[config.mk]
export PLATFORM = sky130hd
export DESIGN_NAME = conv_stream_host
export DESIGN_NICKNAME = d
export VERILOG_FILES = /design/src/rtl/conv_stream_host.sv
export SDC_FILE = /design/constraint.sdc
export NUM_CORES = 1
export LEC_CHECK = 0
export CAP_MARGIN = 40
export CORE_MARGIN = 8
export CORE_UTILIZATION = 55
export DETAILED_ROUTE_END_ITERATION = 8
export PLACE_DENSITY_LB_ADDON = 0.3
export SLEW_MARGIN = 5
export SYNTH_ARGS = -nofsm -noshare
export SYNTH_HDL_FRONTEND = slang
export SYNTH_SLANG_ARGS = --single-unit
[constraint.sdc]
create_clock -name clk -period 2.9 [get_ports clk]
set_input_delay 0.29 -clock clk [delete_from_list [all_inputs] [get_ports clk]]
set_output_delay 0.29 -clock clk [all_outputs]
set_load 0.05 [all_outputs]
[src/rtl/conv_stream_host.sv]
// Stream-side host for conv_8_4: drives x/f master streams, sinks y into a result buffer.
// Optional THROTTLE_EN: LFSR-based gating of new beats and y_ready (adds the SEED parameter).
module conv_stream_host #(
  parameter int XLEN = 8,
  parameter int FLEN = 4,
  parameter int DW   = 8,
  parameter int YW   = 18
`ifdef THROTTLE_EN
  ,
  parameter logic [15:0] SEED = 16'hACE1
`endif
) (
  input  logic                                 clk,
  input  logic                                 reset,
  input  logic                                 cfg_we,
  input  logic                                 cfg_sel,
  input  logic [$clog2(XLEN)-1:0]              cfg_addr,
  input  logic [DW-1:0]                        cfg_wdata,
  input  logic                                 start,
  output logic                                 busy,
  output logic                                 done,
  output logic [DW-1:0]                        x_data,
  output logic                                 x_valid,
  input  logic                                 x_ready,
  output logic [DW-1:0]                        f_data,
  output logic                                 f_valid,
  input  logic                                 f_ready,
  input  logic [YW-1:0]                        y_data,
  input  logic                                 y_valid,
  output logic                                 y_ready,
  input  logic [$clog2(XLEN-FLEN+1)-1:0]       res_addr,
  output logic [YW-1:0]                        res_data
);
  localparam int NY  = XLEN - FLEN + 1;
  localparam int AW  = $clog2(XLEN);
  localparam int FAW = (FLEN > 1) ? $clog2(FLEN) : 1;
  localparam int RW  = $clog2(NY);
  localparam int XIW = $clog2(XLEN + 1);
  localparam int FIW = $clog2(FLEN + 1);
  localparam int YIW = $clog2(NY + 1);

  typedef enum logic [1:0] {IDLE, RUN, DONE} state_t;

  state_t state_reg, state_next;

  logic [DW-1:0]  xbuf [XLEN];
  logic [DW-1:0]  fbuf [FLEN];
  logic [YW-1:0]  res  [NY];

  logic [XIW-1:0] x_idx_reg, x_idx_next;
  logic [FIW-1:0] f_idx_reg, f_idx_next;
  logic [YIW-1:0] y_cnt_reg, y_cnt_next;
  logic           x_valid_reg, x_valid_next;
  logic           f_valid_reg, f_valid_next;
  logic           gate_x, gate_f, gate_y;
  logic           start_ok, x_fire, f_fire, y_fire;
  logic [AW-1:0]  x_sel;
  logic [FAW-1:0] f_sel;

`ifdef THROTTLE_EN
  logic [15:0] lfsr_reg;

  // Fibonacci LFSR, taps 16,14,13,11; free-running in every state
  always_ff @(posedge clk) begin
    if (reset) begin
      lfsr_reg <= SEED;
    end else begin
      lfsr_reg <= {lfsr_reg[14:0], lfsr_reg[15] ^ lfsr_reg[13] ^ lfsr_reg[12] ^ lfsr_reg[10]};
    end
  end

  assign gate_x = lfsr_reg[0];
  assign gate_f = lfsr_reg[1];
  assign gate_y = lfsr_reg[2];
`else
  assign gate_x = 1'b1;
  assign gate_f = 1'b1;
  assign gate_y = 1'b1;
`endif

  assign start_ok = start && (state_reg != RUN);
  assign x_fire   = x_valid_reg && x_ready;
  assign f_fire   = f_valid_reg && f_ready;
  assign y_ready  = (state_reg == RUN) && (y_cnt_reg < YIW'(NY)) && gate_y;
  assign y_fire   = y_valid && y_ready;

  assign busy    = (state_reg == RUN);
  assign done    = (state_reg == DONE);
  assign x_valid = x_valid_reg;
  assign f_valid = f_valid_reg;

  // Terminal index values are never used to address the buffers; clamp to keep reads in range
  assign x_sel  = (x_idx_reg < XIW'(XLEN)) ? x_idx_reg[AW-1:0] : '0;
  assign f_sel  = (f_idx_reg < FIW'(FLEN)) ? f_idx_reg[FAW-1:0] : '0;
  assign x_data = xbuf[x_sel];
  assign f_data = fbuf[f_sel];

  always_comb begin
    x_idx_next = x_idx_reg + XIW'(x_fire);
    f_idx_next = f_idx_reg + FIW'(f_fire);
    y_cnt_next = y_cnt_reg + YIW'(y_fire);
    if (start_ok) begin
      x_idx_next = '0;
      f_idx_next = '0;
      y_cnt_next = '0;
    end
  end

  // Completion uses post-edge counts so done rises right after the last beat
  always_comb begin
    state_next = state_reg;
    unique case (state_reg)
      IDLE:    if (start) state_next = RUN;
      RUN:     if (x_idx_next == XIW'(XLEN) && f_idx_next == FIW'(FLEN) && y_cnt_next == YIW'(NY))
                 state_next = DONE;
      DONE:    if (start) state_next = RUN;
      default: state_next = IDLE;
    endcase
  end

  // A pending beat is never withdrawn; gates only hold off the next one
  always_comb begin
    if (x_valid_reg && !x_ready) x_valid_next = 1'b1;
    else x_valid_next = (state_next == RUN) && (x_idx_next < XIW'(XLEN)) && gate_x;
    if (f_valid_reg && !f_ready) f_valid_next = 1'b1;
    else f_valid_next = (state_next == RUN) && (f_idx_next < FIW'(FLEN)) && gate_f;
  end

  always_ff @(posedge clk) begin
    if (reset) begin
      state_reg   <= IDLE;
      x_idx_reg   <= '0;
      f_idx_reg   <= '0;
      y_cnt_reg   <= '0;
      x_valid_reg <= 1'b0;
      f_valid_reg <= 1'b0;
      res_data    <= '0;
    end else begin
      state_reg   <= state_next;
      x_idx_reg   <= x_idx_next;
      f_idx_reg   <= f_idx_next;
      y_cnt_reg   <= y_cnt_next;
      x_valid_reg <= x_valid_next;
      f_valid_reg <= f_valid_next;
      res_data    <= (32'(res_addr) < NY) ? res[res_addr] : '0;
    end
  end

  // Buffers hold their contents across reset
  always_ff @(posedge clk) begin
    if (cfg_we && state_reg == IDLE) begin
      if (!cfg_sel) xbuf[cfg_addr] <= cfg_wdata;
      else if (32'(cfg_addr) < FLEN) fbuf[cfg_addr[FAW-1:0]] <= cfg_wdata;
    end
    if (y_fire) res[y_cnt_reg[RW-1:0]] <= y_data;
  end

endmodule

==> metrics.csv <==
metric;value;unit
crit end category;output port;
Hold-fix buffers, CTS;0;
count of input and output buffers;78;
power density of the placed cells;650;nW/um^2
Max H-tree Level;1;
clock skew;0.0127;ns
post-synthesis async set-or-reset flop share;0;%
syn_nets;520;
Routed WL;16.3;mm
antenna-violating nets left;0;
max reg flops;90;
Site Rows;45;
Residual DRC;0;
clk buf depth;3;
largest net degree at the start of global routing;26;
crit-path cells;nand2b_1 -> buf_4 -> mux4_2 -> nand2_1 -> o21ai_1 -> buf_12;
slowest CP cell;dfxtp_1;
minimum clock period after layout;2.72;ns
CTS Sinks;218;
status;finished, final reports clean;
total negative slack;0;ns
final setup vio count;0;
fillers;1024;
CP required;2.61;ns
worst-skew pair later-pin latency;0.50;ns
Post-synth EDFFs;186;
Worst VDD drop;0.533;mV
Critical Path Max Stage Delay;0.57;ns
Via Count;4378;
multi-input logic area;1920;sq um
Sequential Area;6230;sq um
placement-stage cell area;9430;sq um
RSZ-0062 raised after global routing;no;
hold crit path type;input port to flip-flop;
Vias/cell;5.59;
Netlist cell types;37;
Util after Layout;67.6;%
TritonCTS buffer count;22;
Syn Area/Cell;17.5;sq um
Initial Utilization;55.3;%
Post-DP HPWL;10.4;mm
initial antenna violation count;0;
Final #Nets;626;
top_reg_cell synth;edfxtp_1;
initial drt markers;269;
synthesized flop and latch total;218;
Worst-Margin Slew;0.690;ns
die area;19200;sq um
post-route cell area;10100;sq um
CP Max Fanout;12;
Seq/Total Area, Yosys;75.2;%
die height;139;um
CP startpoint kind;flip-flop;
# Post-CTS Setup Buffers;0;
Synth Warn #;0;
area grow syn2layout;22.1;%
share of cells above drive strength 1;16.0;%
FMAX;368;MHz
IO Count;79;
CTS tree;done;
Root Driver;clkbuf_16;
Overflow after GRT;0;
Routed WL per cell;20.8;um
Ant. Diodes;0;
final hold vios;0;
Critical Setup Path Class;flip-flop to output port;
die span in x;139;um
GPL Wtd Cong;0.764;
final worst path period share;93.8;%
most frequent cells in the layout;186 x edfxtp_1, 62 x clkdlybuf4s50_1, 50 x nor2_1, 34 x mux2i_1, 32 x dfxtp_1;
Rel. slew slack;54.0;%
GRT Total Usage;16.9;%
Pins Over Slew Limit;0;
CORE AREA;15000;sq um
leakage power;3.53;nW
WP data arrival;2.43;ns
Pre-antenna DRT Iters;5;
CTS clk-pin slew, worst paths;0.06;ns
first-pass GRT wire length;25.5;mm
commonest non-fill, non-tap cell in the layout;edfxtp_1;
max_cap viols;0;
Post-Syn Instances;474;
synthesized cell area;8280;sq um
vias in the first global route;4673;
-- worst paths after layout --
kind | startpoint | endpoint | slack (ns) | cells after the start
worst max-delay path | x_idx_reg[3] | x_data[7] | 0.18 | 6
worst min-delay path | reset | f_valid | 0.44 | 2
worst max register to register | y_cnt_reg[0] | state_reg[1] | 0.71 | 8
worst min register to register | res[4][16] | res_data[16] | 0.49 | 2
-- power breakdown --
| group | internal, mW | switching, mW |
|---|---|---|
| sequential | 3.45 | 0.0151 |
| combinational | 0.186 | 0.270 |
| clock | 1.55 | 1.11 |
| total | 5.18 | 1.39 |
-- worst max-delay path, delay by kind of cell (launching register included) --
family	cells	cell delay [ns]
AO/OA/AOI/OAI	1	0.15
flip-flops	1	0.57
multiplexers	1	0.54
buffers and inverters	2	0.43
AND/OR/NAND/NOR	2	0.25
-- what timing repair did --
item / CTS / global route
setup endpoints to repair: 8 / 6
pin swaps: 0 / 0
gates resized for setup: 3 / 6
-- final cells by class --
| cell class | instances | share of cell area (%) |
|---|---|---|
| sequential | 218 | 61.5 |
| inverter | 5 | 0.186 |
| multi-input combinational | 233 | 19.0 |
| clock buffer | 30 | 5.95 |
| clock inverter | 9 | 0.717 |
| tap | 188 | 2.33 |
| timing repair buffer | 100 | 10.3 |
-- stage by stage --
step                      power (mW)  setup WS, ns  instances  hold slack (ns)
after floorplan                 3.79         0.528        474            0.359
after global placement          3.98         0.503        744            0.462
after detailed placement        3.99         0.476        744            0.473
after CTS                       6.62        0.0227        783            0.424
after global routing            6.76        0.0306        783            0.457
final                           6.57         0.181        783            0.435
-- synth_stat cells, drive strengths merged (2+ instances only) --
cell type	number	share of area [%]
and2	9	0.68
and3	2	0.15
mux2i	34	4.1
nor2b	3	0.23
clkbuf	3	0.15
nor2	51	2.3
a21oi	21	1.3
nand3	2	0.12
ha	6	0.91
inv	5	0.23
nand3b	3	0.27
buf	15	1.4
nor4	3	0.30
o22a	16	1.7
edfxtp	186	67
o21ai	13	0.83
nor3	6	0.36
mux4	26	7.1
nand2b	12	0.94
xor2	3	0.32
dfxtp	32	7.7
or2b	3	0.27
nand2	15	0.71
-- cells by family (layout without fill, tap and decap cells) --
family,count (synthesis),after routing,share of synthesized area (%)
muxes,60,60,11.2
and+or+nand+nor,112,112,6.68
adders and majority gates,6,6,0.906
AOI/OAI and AO/OA,51,51,3.90
xor gates and xnor gates,4,4,0.423
buffers and inverters,23,144,1.75
DFF,218,218,75.2
-- per-layer routing --
layer / track usage, % / part of all wire (%)
met5: 0 / 0
met4: 4.97 / 2.0
met3: 3.75 / 5.2
met2: 30.5 / 52
met1: 19.9 / 41
Power figures use the tool's default switching activity.
